`config.mk`:
```
export PLATFORM = sky130hd
export DESIGN_NAME = hart_sequencer_flat
export DESIGN_NICKNAME = d
export VERILOG_FILES = /design/src/rtl/isa_types.sv /design/src/rtl/hart_sequencer_if.sv /design/src/rtl/bus_timeout_counter.sv /design/src/rtl/hart_sequencer.sv /design/src/flat_wrapper.sv
export SDC_FILE = /design/constraint.sdc
export NUM_CORES = 1
export LEC_CHECK = 0
export CORE_ASPECT_RATIO = 1.5
export CORE_MARGIN = 5
export CORE_UTILIZATION = 53
export CTS_BUF_LIST = sky130_fd_sc_hd__clkbuf_8
export DETAILED_ROUTE_END_ITERATION = 16
export PLACE_DENSITY = 0.94
export SLEW_MARGIN = 20
export SYNTH_ARGS = -nofsm -noshare
export SYNTH_HDL_FRONTEND = slang
export SYNTH_HIERARCHICAL = 1
export SYNTH_SLANG_ARGS = --single-unit
```
`constraint.sdc`:
```
create_clock -name clk -period 3.4 [get_ports clk]
set_input_delay 0.34 -clock clk [delete_from_list [all_inputs] [get_ports clk]]
set_output_delay 0.34 -clock clk [all_outputs]
set_load 0.01 [all_outputs]
```
`src/rtl/isa_types.sv`:
```
// isa_types: shared ISA-level types for the hart.
//   - opcode_t      : decoded opcode class produced by the instruction decoder
//   - hart_state_t  : hart_sequencer FSM states
//   - trap_cause_t  : sticky trap cause reported by the sequencer
//   - wb_sel_t      : register-file write-back source select
//   - MEM_SIZE_*    : memory access size encoding (matches funct3[1:0] of loads/stores)
package isa_types;

    localparam int unsigned XLEN      = 32;
    localparam int unsigned ILEN      = 32;
    localparam int unsigned TIMEOUT_W = 16;

    typedef enum logic [2:0] {
        OPCODE_UNKNOWN,
        OPCODE_LUI,
        OPCODE_OP,
        OPCODE_OP_IMM,
        OPCODE_LOAD,
        OPCODE_STORE
    } opcode_t;

    typedef enum logic [2:0] {
        StFetch,
        StDecode,
        StExecute,
        StMem,
        StWriteback,
        StTrap
    } hart_state_t;

    typedef enum logic [1:0] {
        TRAP_NONE,
        TRAP_ILLEGAL,
        TRAP_MISALIGNED,
        TRAP_TIMEOUT
    } trap_cause_t;

    typedef enum logic [1:0] {
        WB_ALU,
        WB_MEM,
        WB_UIMM
    } wb_sel_t;

    localparam logic [1:0] MEM_SIZE_B = 2'd0;
    localparam logic [1:0] MEM_SIZE_H = 2'd1;
    localparam logic [1:0] MEM_SIZE_W = 2'd2;

    // LB, LH, LW, LBU, LHU
    function automatic logic load_funct3_ok(input logic [2:0] f3);
        return (f3 == 3'd0) || (f3 == 3'd1) || (f3 == 3'd2) || (f3 == 3'd4) || (f3 == 3'd5);
    endfunction

    // SB, SH, SW
    function automatic logic store_funct3_ok(input logic [2:0] f3);
        return (f3 == 3'd0) || (f3 == 3'd1) || (f3 == 3'd2);
    endfunction

    function automatic logic is_misaligned(input logic [1:0] size, input logic [1:0] addr_lo);
        logic bad;
        case (size)
            MEM_SIZE_H: bad = addr_lo[0];
            MEM_SIZE_W: bad = |addr_lo;
            default:    bad = 1'b0;
        endcase
        return bad;
    endfunction

endpackage

```
`src/rtl/hart_sequencer_if.sv`:
```
// hart_sequencer_if: single shared memory port of the hart.
//   mem_req   : request valid (master -> slave)
//   mem_addr  : request address
//   mem_we    : 1 = store
//   mem_size  : 0 = byte, 1 = half, 2 = word
//   mem_ready : request accepted/completed this cycle (slave -> master)
//   mem_rdata : read data, valid when mem_ready = 1
interface hart_sequencer_if;
    import isa_types::*;

    logic            mem_req;
    logic [XLEN-1:0] mem_addr;
    logic            mem_we;
    logic [1:0]      mem_size;
    logic            mem_ready;
    logic [XLEN-1:0] mem_rdata;

    modport master (
        output mem_req, mem_addr, mem_we, mem_size,
        input  mem_ready, mem_rdata
    );

    modport slave (
        input  mem_req, mem_addr, mem_we, mem_size,
        output mem_ready, mem_rdata
    );

endinterface

```
`src/rtl/bus_timeout_counter.sv`:
```
// bus_timeout_counter: counts wait cycles of an outstanding bus request.
//   clk, rst_n : clock, async active-low reset
//   clear_i    : reset the count to zero (no request, or handshake)
//   en_i       : increment (request pending, not ready)
//   limit_i    : expiry threshold; 0 disables expiry
//   expired_o  : count has reached limit_i
module bus_timeout_counter #(
    parameter int unsigned Width = 16
) (
    input  logic             clk,
    input  logic             rst_n,
    input  logic             clear_i,
    input  logic             en_i,
    input  logic [Width-1:0] limit_i,
    output logic             expired_o
);

    logic [Width-1:0] count_q, count_d;

    always_comb begin
        count_d = count_q;
        if (clear_i) begin
            count_d = '0;
        end else if (en_i && (count_q != '1)) begin
            // Saturate so a disabled limit never wraps back through small values.
            count_d = count_q + Width'(1);
        end
    end

    always_ff @(posedge clk or negedge rst_n) begin
        if (!rst_n) begin
            count_q <= '0;
        end else begin
            count_q <= count_d;
        end
    end

    assign expired_o = (limit_i != '0) && (count_q == limit_i);

endmodule

```
`src/rtl/hart_sequencer.sv`:
```
// hart_sequencer: multi-cycle control FSM of the hart
// (fetch -> decode -> execute -> memory -> writeback), owning PC and IR,
// arbitrating the single memory port and raising a sticky trap.
//   clk, rst_n    : clock, async active-low reset
//   bus           : memory port (master side)
//   ir            : instruction register, to decoder
//   opcode/funct3 : decoded fields from decoder
//   alu_result    : ALU output; effective address for loads/stores
//   pc            : program counter
//   operand_b_sel : 0 = rs2, 1 = immediate
//   wb_sel        : register write source
//   load_data     : raw latched load data
//   rf_we, retire : write strobe, per-instruction completion pulse
//   trap, trap_cause : sticky trap flag and cause
module hart_sequencer
    import isa_types::*;
#(
    parameter logic [XLEN-1:0] RESET_PC    = '0,
    parameter int unsigned     MEM_TIMEOUT = 255
) (
    input  logic                 clk,
    input  logic                 rst_n,
    hart_sequencer_if.master     bus,
    output logic [ILEN-1:0]      ir,
    input  opcode_t              opcode,
    input  logic [2:0]           funct3,
    input  logic [XLEN-1:0]      alu_result,
    output logic [XLEN-1:0]      pc,
    output logic                 operand_b_sel,
    output wb_sel_t              wb_sel,
    output logic [XLEN-1:0]      load_data,
    output logic                 rf_we,
    output logic                 retire,
    output logic                 trap,
    output trap_cause_t          trap_cause
);

    localparam logic [TIMEOUT_W-1:0] TimeoutLimit = TIMEOUT_W'(MEM_TIMEOUT);
    localparam logic [XLEN-1:0]      PcStep       = XLEN'(4);

    hart_state_t     state_q, state_d;
    logic [XLEN-1:0] pc_q, pc_d;
    logic [ILEN-1:0] ir_q, ir_d;
    logic [XLEN-1:0] addr_q, addr_d;
    logic [XLEN-1:0] load_data_q, load_data_d;
    trap_cause_t     cause_q, cause_d;

    logic       req_active;
    logic       rf_we_raw;
    logic       retire_raw;
    logic       timed_out;
    logic       is_ls;
    logic [1:0] data_size;

    assign data_size = funct3[1:0];
    assign is_ls     = (opcode == OPCODE_LOAD) || (opcode == OPCODE_STORE);

    bus_timeout_counter #(
        .Width (TIMEOUT_W)
    ) u_timeout (
        .clk       (clk),
        .rst_n     (rst_n),
        .clear_i   (!bus.mem_req || bus.mem_ready),
        .en_i      (bus.mem_req && !bus.mem_ready),
        .limit_i   (TimeoutLimit),
        .expired_o (timed_out)
    );

    always_comb begin
        state_d       = state_q;
        pc_d          = pc_q;
        ir_d          = ir_q;
        addr_d        = addr_q;
        load_data_d   = load_data_q;
        cause_d       = cause_q;
        req_active    = 1'b0;
        rf_we_raw     = 1'b0;
        retire_raw    = 1'b0;
        bus.mem_addr  = pc_q;
        bus.mem_we    = 1'b0;
        bus.mem_size  = MEM_SIZE_W;
        operand_b_sel = (opcode == OPCODE_OP_IMM) || is_ls;

        case (opcode)
            OPCODE_LUI:  wb_sel = WB_UIMM;
            OPCODE_LOAD: wb_sel = WB_MEM;
            default:     wb_sel = WB_ALU;
        endcase

        case (state_q)
            StFetch: begin
                req_active = 1'b1;
                // Handshake takes priority over an expiry in the same cycle.
                if (bus.mem_ready) begin
                    ir_d    = bus.mem_rdata;
                    state_d = StDecode;
                end else if (timed_out) begin
                    cause_d = TRAP_TIMEOUT;
                    state_d = StTrap;
                end
            end

            StDecode: begin
                case (opcode)
                    OPCODE_LUI, OPCODE_OP, OPCODE_OP_IMM: state_d = StExecute;
                    OPCODE_LOAD:  state_d = load_funct3_ok(funct3) ? StExecute : StTrap;
                    OPCODE_STORE: state_d = store_funct3_ok(funct3) ? StExecute : StTrap;
                    default:      state_d = StTrap;
                endcase
                if (state_d == StTrap) begin
                    cause_d = TRAP_ILLEGAL;
                end
            end

            StExecute: begin
                if (is_ls) begin
                    addr_d = alu_result;
                    if (is_misaligned(data_size, alu_result[1:0])) begin
                        cause_d = TRAP_MISALIGNED;
                        state_d = StTrap;
                    end else begin
                        state_d = StMem;
                    end
                end else begin
                    state_d = StWriteback;
                end
            end

            StMem: begin
                req_active   = 1'b1;
                bus.mem_addr = addr_q;
                bus.mem_we   = (opcode == OPCODE_STORE);
                bus.mem_size = data_size;
                if (bus.mem_ready) begin
                    if (opcode == OPCODE_STORE) begin
                        retire_raw = 1'b1;
                        pc_d       = pc_q + PcStep;
                        state_d    = StFetch;
                    end else begin
                        load_data_d = bus.mem_rdata;
                        state_d     = StWriteback;
                    end
                end else if (timed_out) begin
                    cause_d = TRAP_TIMEOUT;
                    state_d = StTrap;
                end
            end

            StWriteback: begin
                rf_we_raw  = 1'b1;
                retire_raw = 1'b1;
                pc_d       = pc_q + PcStep;
                state_d    = StFetch;
            end

            StTrap: begin
                state_d = StTrap;
            end

            default: begin
                state_d = StTrap;
            end
        endcase

        // State resets to FETCH, so strobes are masked while reset is held.
        bus.mem_req = req_active && rst_n;
        rf_we       = rf_we_raw && rst_n;
        retire      = retire_raw && rst_n;
    end

    always_ff @(posedge clk or negedge rst_n) begin
        if (!rst_n) begin
            state_q     <= StFetch;
            pc_q        <= RESET_PC;
            ir_q        <= '0;
            addr_q      <= '0;
            load_data_q <= '0;
            cause_q     <= TRAP_NONE;
        end else begin
            state_q     <= state_d;
            pc_q        <= pc_d;
            ir_q        <= ir_d;
            addr_q      <= addr_d;
            load_data_q <= load_data_d;
            cause_q     <= cause_d;
        end
    end

    assign pc         = pc_q;
    assign ir         = ir_q;
    assign load_data  = load_data_q;
    assign trap_cause = cause_q;
    assign trap       = (state_q == StTrap);

endmodule
```
`src/flat_wrapper.sv`:
```
// flat-port wrapper written by rule: the top's interface ports become plain ports
module hart_sequencer_flat import isa_types::*;
#(
    parameter logic [XLEN-1:0] RESET_PC    = '0,
    parameter int unsigned     MEM_TIMEOUT = 255
)
  (clk, rst_n, ir, opcode, funct3, alu_result, pc, operand_b_sel, wb_sel, load_data, rf_we, retire, trap, trap_cause, bus_mem_req, bus_mem_addr, bus_mem_we, bus_mem_size, bus_mem_ready, bus_mem_rdata);
  hart_sequencer_if bus_i ();
  input  logic clk;
  input  logic rst_n;
  output logic [ILEN-1:0] ir;
  input  opcode_t opcode;
  input  logic [2:0] funct3;
  input  logic [XLEN-1:0] alu_result;
  output logic [XLEN-1:0] pc;
  output logic operand_b_sel;
  output wb_sel_t wb_sel;
  output logic [XLEN-1:0] load_data;
  output logic rf_we;
  output logic retire;
  output logic trap;
  output trap_cause_t trap_cause;
  output wire logic [$bits(bus_i.mem_req)-1:0] bus_mem_req;
  output wire logic [$bits(bus_i.mem_addr)-1:0] bus_mem_addr;
  output wire logic [$bits(bus_i.mem_we)-1:0] bus_mem_we;
  output wire logic [$bits(bus_i.mem_size)-1:0] bus_mem_size;
  input wire logic [$bits(bus_i.mem_ready)-1:0] bus_mem_ready;
  input wire logic [$bits(bus_i.mem_rdata)-1:0] bus_mem_rdata;
  assign bus_mem_req = bus_i.mem_req;
  assign bus_mem_addr = bus_i.mem_addr;
  assign bus_mem_we = bus_i.mem_we;
  assign bus_mem_size = bus_i.mem_size;
  assign bus_i.mem_ready = bus_mem_ready;
  assign bus_i.mem_rdata = bus_mem_rdata;
  hart_sequencer #(.RESET_PC(RESET_PC), .MEM_TIMEOUT(MEM_TIMEOUT)) u_core (.clk(clk), .rst_n(rst_n), .bus(bus_i), .ir(ir), .opcode(opcode), .funct3(funct3), .alu_result(alu_result), .pc(pc), .operand_b_sel(operand_b_sel), .wb_sel(wb_sel), .load_data(load_data), .rf_we(rf_we), .retire(retire), .trap(trap), .trap_cause(trap_cause));
endmodule
```
Word-level counts from Yosys, hierarchy flattened. Cells that the tools add are included. Widths: inputs -> output; s select.

Multiplexer cells: 34. Shifts and indexed selects: 0. Equal/unequal tests: 26. Multiply operators: 0. Add/subtract/negate cells: 2. Magnitude comparators: 0. Divide/modulo/power cells: 0. Reductions and logical operators: 27. Bitwise gates (word level): 1.

Operators by type and width (number): $mux 32 (3); $pmux 32 s2 (1); $add 32x3->32 const B (1); $mux 16 (2); $mux 3 (9); $eq 3x3->1 const B (7); $add 16x1->16 const B (1); $eq 16x8->1 const B (1); $ne 16x16->1 const B (1); $eq 3x2->1 const B (5); $pmux 3 s5 (1); $mux 2 (6); $ne 2x1->1 const B (5); $eq 3x1->1 const B (3); $pmux 3 s3 (1); $logic_or 1x1->1 (7); $mux 1 (7); $logic_not 3->1 (2); $pmux 2 s3 (1); $reduce_and 3->1 (2); $reduce_and 6->1 (1); $logic_and 1x1->1 (5); $ne 2x2->1 const B (2); $pmux 1 s2 (2); other kinds (10) (14).

Output and inout bits: 140. Memory bits (writable): 0. Memories: 0. Memory bits (read-only): 0. Bits in registers: 149. Latch bits: 0.

Depth between registers and ports, before layout. Gate-level depths: netlist (run 1).

Depth in word-level cells: 11. Depth in mapped cells: 9.

Cells and area by module. The synthesis (run 1) kept the hierarchy.

By module, submodules not included: hart_sequencer (seq. area each 3278.1 µm², area each 6032.0 µm², instances 1, cells each 502); bus_timeout_counter (seq. area each 400.4 µm², area each 1123.6 µm², instances 1, cells each 127).

Worst setup path after synthesis (run 1). Ideal clock, no wire load.

Path type: reg2reg. From: register u_core.state_q[0]. To: register u_core.u_timeout.count_q[13]. Setup time: 0.078 ns. Data required time: 3.322 ns. Arrival time: 2.275 ns. Period minus slack after synthesis: 2.353 ns. Stages on the path, launching flop included: 10. Path buffers: 1. Slack: 1.047 ns. Cell sequence: dfrtp_1 buf_2 xnor2_1 and3_1 nand2b_1 inv_1 nand4_1 or4_4 or4_1 a21oi_1.

Cells in the longest elaborated chain, start to end: 7. Elaborated cells on any way between the ends: 11.

Ends and longest elaborated chain: from (decl) (RTL line hart_sequencer.sv:41) `hart_state_t state_q, state_d;`; from (signal assigned) (RTL line hart_sequencer.sv:173) `state_q <= StFetch;`; from (signal assigned) (RTL line hart_sequencer.sv:180) `state_q <= state_d;`; $eq 3x2->1 or $logic_not 3->1 (tied branches) (RTL line hart_sequencer.sv:90) `case (state_q)`; $reduce_or 2->1 (no line) *; $mux 1 * (RTL line hart_sequencer.sv:90); $logic_and 1x1->1 * (RTL line hart_sequencer.sv:166) `bus.mem_req = req_active && rst_n;`; net bus_mem_req (RTL line flat_wrapper.sv:23) `output wire logic [$bits(bus_i.mem_req)-1:0] bus_mem_req;`; $logic_not 1->1 or $logic_and 1x1->1 (tied branches) (RTL line hart_sequencer.sv:63, hart_sequencer.sv:64); $logic_or 1x1->1 or $logic_and 1x1->1 (tied branches) (RTL line hart_sequencer.sv:63, bus_timeout_counter.sv:24); $mux 16 or $reduce_bool 2->1 (tied branches); to (signal assigned) (RTL line bus_timeout_counter.sv:34) `count_q <= count_d;`; to (decl) (RTL line bus_timeout_counter.sv:18) `logic [Width-1:0] count_q, count_d;`.

Mark *: on every way through the listed nets, which the timed path passes. The rest lies on a longest branch. A chain may end at the register's enable or synchronous reset.

Final worst setup path (run 1).
From: register u_core.state_q[2]. To: output bus_mem_addr[1].

Cells in the longest elaborated chain, start to end: 2.

Ends and longest elaborated chain: $eq 3x2->1 (RTL line hart_sequencer.sv:90); $mux 32 (RTL line hart_sequencer.sv:90); to (decl) (RTL line flat_wrapper.sv:24) `output wire logic [$bits(bus_i.mem_addr)-1:0] bus_mem_addr;`.

No other way between the ends.

==> flow_summary.ini, run 1 <==
[status]
status = finished, final reports clean

[setup_path]
cp.required_ps = 3060
worstSetupStartpoint = u_core/state_q[2]$_DFF_PN0_
start_kind = flop
rrSetupSlack_ps = 800
path_cells = and3b_1 -> buf_4 -> and2_1 -> clkdlybuf4s50_1
slowest_delay_ps = 570
arrival_ps = 2480
cp_slowest_cell = clkdlybuf4s50_1
path_max_fanout = 35
endpoint = bus_mem_addr[1]
reg2reg_depth = 8
reg2reg_to = u_core/u_timeout/count_q[13]$_DFFE_PN0P_
rr_startpoint = u_core/state_q[1]$_DFF_PN0_
critPathCaptureType = output port
crit_type = reg -> out

[synthesis]
synth_cell_types = 55
ys_warn_count = 6
yosysTopAreaCellShare_pct = 51.4
synth_commonest_cells = dfrtp_1 (147), nand2_1 (113), mux2_2 (71)
synth-seq-area-share_pct = 51.4
netlist_area_sq_mm = 0.00716
yosysTopAreaCell = dfrtp_1
avgSynthCellArea_sq_um = 11.4
synth-edff-count = 0
ys_async_sr_fraction_pct = 100
synth_seq_cells = 147
ys_top_cells_by_area = dfrtp_1 (51%), mux2_2 (11%), nand2_1 (5.9%)
yosysMostFrequentCell = dfrtp_1
synthFlopType = dfrtp_1
synthCells = 629

[power_and_ir_drop]
p_leak_uw = 0.00447
comb_power_share_pct = 37.7
p_sw_uw = 2130
power.density_mw_per_mm2 = 655
p_int_uw = 4330
power_frac_seq_pct = 41.7
peakVddDrop_uv = 493
pwr-share-clk_pct = 20.6
p_sw_share_pct = 32.9

[clocking]
cts-hold-fix-buffers = 1
clock_latency_ps = 440
cts_resized = 0
clk_pin_slew_worst_paths_ps = 90
clock-root-buffer = clkbuf_8
post_cts_buffers = 0
clockBufferDepth = 2
cts_num_sinks = 147
htree_levels = 4
cts_tree = built
cts_made_buffers = 17

[sta]
period_needed_ps = 2820
hold_violations = 0
tns_ps = 0
rsz0062_at_grt = false
worst_slew_pin_slew_ps = 671
final_max_slew_viol_count = 0
max_freq_ghz = 0.355
relSlewSlack_pct = 55.3
timing.hold.ws_ps = 269
finalCritPeriodShare_pct = 82.8
setup_viol = 0
fin_skew_ps = 15.0

[floorplan]
ios = 213
start_util_pct = 53.4
die_w_um = 105
die_y_um = 152
core_sq_mm = 0.0134
core.rowCount = 52
dieArea_sq_mm = 0.0160

[detailed_routing]
wl_per_cell_um = 18.6
viasPerCell = 5.46
routed_wl_mm = 19.4
final_antenna_net_count = 0
via_count = 5696
first_pass_iters = 4
remaining_drc_errors = 0
drtIter0Drc = 219

[global_route]
grt_max_degree = 54
grt_pass1_wl_mm = 32.0
gr-usage-all-layers_pct = 24.6
grt_pass1_vias = 6199
gr-total-overflow = 0
antenna_found_initial = 0

[placement]
dpl_cell_area_sq_mm = 0.00947
numPortBuffers = 210
dpl.hpwl_mm = 14.2
gp_congestion = 0.847

[finish]
fin_util_pct = 73.7
layout-drive-gt1-share_pct = 15.3
nets = 946
design_area_sq_mm = 0.00987
diodes = 0
areaGrowthSynthToFinish_pct = 38.0

[flow_run]
maxCapViolCount = 0

[hold_path]
hold_path_class = in -> async
==> cell families after synthesis <==
kind of cell / after synthesis / share of synthesized area (%)
multiplexers: 100 / 15.7
adder cells (fa/ha/maj): 5 / 0.874
AND/OR/NAND/NOR: 243 / 19.0
AO/OA/AOI/OAI: 46 / 4.35
XOR/XNOR: 46 / 5.63
buffers and inverters: 40 / 2.94
other: 2 / 0.105
flip-flops: 147 / 51.4
==> worst min path at each step <==
stage | to | cells past startpoint
global placement | u_core/state_q[1]$_DFF_PN0_ | 1
CTS | u_core/state_q[2]$_DFF_PN0_ | 2
floorplan | u_core/addr_q[0]$_DFFE_PN0P_ | 0
finish | u_core/state_q[2]$_DFF_PN0_ | 2
global route | u_core/state_q[2]$_DFF_PN0_ | 2
detailed placement | u_core/state_q[2]$_DFF_PN0_ | 1
==> state kept, by name, indices dropped and copies added, names as in the netlist <==
signal and cells:
u_core/pc 30, u_core/u_timeout/count_q 16, u_core/state_q 3, u_core/load_data 32, u_core/addr_q 32, u_core/trap_cause 2
u_core/ir 32
==> layer usage <==
metal  track usage (%)  up-vias  wire length [um]
met4              10.2        0               661
met2              45.7      172             11000
met3              5.34       48               914
li1                  -     2651                 -
met1              26.4     2825              6790
met5                 0        -                 0
==> worst max-delay path, delay by kind of cell, from the launching register on <==
kind,cells,cell delay (ps)
buffers and inverters,2,980
flip-flops,1,510
AND/OR/NAND/NOR,2,530
==> power by group through the flow <==
stage          Sequential [uW]  Combinational [uW]  Clock, uW
2_1_floorplan             2780                1060          0
3_3_place_gp              2670                2370          0
3_5_place_dp              2720                2450          0
4_1_cts                   2700                2460       1360
5_1_grt                   2780                2590       1450
6_report                  2700                2440       1330
==> layout make-up <==
| class | instances | area (sq um) |
|---|---|---|
| clock inverters | 14 | 141 |
| well taps | 162 | 203 |
| repair buffers | 221 | 2190 |
| clock buffers | 18 | 248 |
| fillers | 902 | 3530 |
| multi-input cells | 474 | 3390 |
| flip-flops and latches | 147 | 3680 |
| inverters | 7 | 26.3 |
==> placed cells by master (no fill, tap or decap), types with 15 or more instances in the layout <==
cell / count
mux2_1: 28
dfrtp_1: 147
conb_1: 34
mux2_2: 71
clkbuf_8: 18
o21ai_0: 15
xor2_1: 42
nand2_1: 113
clkdlybuf4s50_1: 209
nor3_1: 15
==> per-stage QoR <==
stage,setup slack [ps],total power (uW),instances
2_1_floorplan,1050,3830,661
3_3_place_gp,810,5030,1010
3_5_place_dp,724,5170,1010
4_1_cts,585,6520,1043
5_1_grt,451,6820,1043
6_report,585,6460,1043
(Power assumes the default switching activity.)
==> run 2, diff against run 1 <==
--- a/config.mk
+++ b/config.mk
@@ -7,10 +7,10 @@
 export LEC_CHECK = 0
 export CORE_ASPECT_RATIO = 1.5
 export CORE_MARGIN = 5
-export CORE_UTILIZATION = 53
+export CORE_UTILIZATION = 49
 export CTS_BUF_LIST = sky130_fd_sc_hd__clkbuf_8
 export DETAILED_ROUTE_END_ITERATION = 16
-export PLACE_DENSITY = 0.94
+export PLACE_DENSITY = 0.89
 export SLEW_MARGIN = 20
 export SYNTH_ARGS = -nofsm -noshare
 export SYNTH_HDL_FRONTEND = slang
==> constraint.sdc (replaced) <==
create_clock -name clk -period 2.6 [get_ports clk]
set_input_delay 0.26 -clock clk [delete_from_list [all_inputs] [get_ports clk]]
set_output_delay 0.26 -clock clk [all_outputs]
set_load 0.01 [all_outputs]
==> flow_summary.ini, run 2 (same netlist as run 1, synthesis figures left out) <==
[sta]
relSlewSlack_pct = 44.1
setup_viol = 0
hold_violations = 0
tns_ps = 0
rsz0062_at_grt = false
finalCritPeriodShare_pct = 94.9
max_freq_ghz = 0.405
worst_slew_pin_slew_ps = 838
final_max_slew_viol_count = 0
fin_skew_ps = 14.7
period_needed_ps = 2470

[clocking]
cts_made_buffers = 17
clock_latency_ps = 450
clock-root-buffer = clkbuf_8
clk_pin_slew_worst_paths_ps = 80
cts_tree = built
clockBufferDepth = 2
htree_levels = 4
cts_num_sinks = 147

[setup_path]
rrSetupSlack_ps = 240
crit_type = reg -> out
cp.required_ps = 2340
rr_startpoint = u_core/state_q[0]$_DFF_PN0_
arrival_ps = 2210
worstSetupStartpoint = u_core/state_q[2]$_DFF_PN0_
path_max_fanout = 32
endpoint = bus_mem_addr[4]
critPathCaptureType = output port
start_kind = flop
reg2reg_to = u_core/u_timeout/count_q[13]$_DFFE_PN0P_
reg2reg_depth = 8

[detailed_routing]
drtIter0Drc = 247
final_antenna_net_count = 0
via_count = 5637
wl_per_cell_um = 17.5
routed_wl_mm = 19.0
first_pass_iters = 4
remaining_drc_errors = 0
viasPerCell = 5.21

[global_route]
grt_pass1_vias = 5796
grt_max_degree = 77
gr-total-overflow = 0
antenna_found_initial = 0
gr-usage-all-layers_pct = 22.2
grt_pass1_wl_mm = 29.8

[power_and_ir_drop]
p_sw_share_pct = 32.7
comb_power_share_pct = 38.2
power_frac_seq_pct = 41.8
p_sw_uw = 2750
peakVddDrop_uv = 614
p_leak_uw = 0.00451
power.density_mw_per_mm2 = 840
pwr-share-clk_pct = 20.0
p_int_uw = 5660

[finish]
areaGrowthSynthToFinish_pct = 39.8
nets = 950
diodes = 0
fillers = 1071
final_common_cell = clkdlybuf4s50_1
regArea_sq_mm = 0.00368
multiInputGateArea_sq_mm = 0.00339
layout-drive-gt1-share_pct = 16.2
design_area_sq_mm = 0.0100
mostFrequentLayoutCells = clkdlybuf4s50_1 (209), dfrtp_1 (144), nand2_1 (113), mux2_2 (71), xor2_1 (42)

[placement]
gp_congestion = 0.852
dpl_cell_area_sq_mm = 0.00959
numPortBuffers = 210
dpl.hpwl_mm = 13.8

[floorplan]
start_util_pct = 49.5
ios = 213
core.rowCount = 54
die_w_um = 109
core_sq_mm = 0.0145
die_y_um = 158
dieArea_sq_mm = 0.0172

[hold_path]
hold_path_class = in -> async

[status]
status = finished, final reports clean

[flow_run]
maxCapViolCount = 0
==> run 2: final cells by class <==
| class | instances | area share [%] |
|---|---|---|
| multi-input combinational | 474 | 33.9 |
| sequential | 147 | 36.8 |
| inverter | 7 | 0.263 |
| tap | 196 | 2.45 |
| timing repair buffer | 225 | 22.9 |
| clock buffer | 17 | 2.34 |
| clock inverter | 15 | 1.33 |
==> run 2: repair_timing <==
item	CTS	global route
cloned	0	0
endpoints found under the setup margin	30	31
endpoints found under the hold margin	4	0
gates resized for setup	1	5
hold buffers	1	0
buffers inserted	0	0
==> run 2: layer usage <==
layer,global-route usage (%),part of all wire [%],vias to the layer above
li1,-,-,2658
met1,25.8,37,2766
met4,9.63,3.9,0
met2,39.5,55,161
met5,0,0,-
met3,4.53,3.8,52
==> run 2: stage by stage <==
| stage | instances | setup WS (ps) | total power (uW) | hold slack [ps] | utilization (%) |
|---|---|---|---|---|---|
| finish | 1081 | 131 | 8410 | 201 | 69.2 |
| global route | 1081 | 6.60 | 8890 | 161 | 69.2 |
| CTS | 1080 | 10.4 | 8470 | 148 | 68.9 |
| detailed placement | 1047 | 259 | 6770 | 65.5 | 66.3 |
| global placement | 1047 | 313 | 6650 | 66.2 | 66.3 |
| floorplan | 661 | 247 | 5010 | -35.6 | - |
==> run 2: worst min-delay path by stage <==
stage	startpoint	to	depth (start not counted)
2_1_floorplan	rst_n	u_core/addr_q[0]$_DFFE_PN0P_	0
3_3_place_gp	rst_n	u_core/addr_q[24]$_DFFE_PN0P_	1
3_5_place_dp	rst_n	u_core/addr_q[24]$_DFFE_PN0P_	1
4_1_cts	rst_n	u_core/addr_q[24]$_DFFE_PN0P_	2
5_1_grt	rst_n	u_core/addr_q[24]$_DFFE_PN0P_	2
6_report	rst_n	u_core/addr_q[24]$_DFFE_PN0P_	2
==> run 2: power by group through the flow <==
stage	sequential [uW]	combinational, uW	clock [uW]
after floorplan	3630	1380	0
after global placement	3500	3150	0
after detailed placement	3550	3220	0
after CTS	3510	3230	1730
after global routing	3620	3430	1840
final	3510	3210	1680
==> run 2: critical path: stages, from the launching register on <==
cell and delay (ps):
dfrtp_2 490, and3b_2 350, buf_12 220, nand2_1 80
nand2_1 60, clkdlybuf4s50_1 560
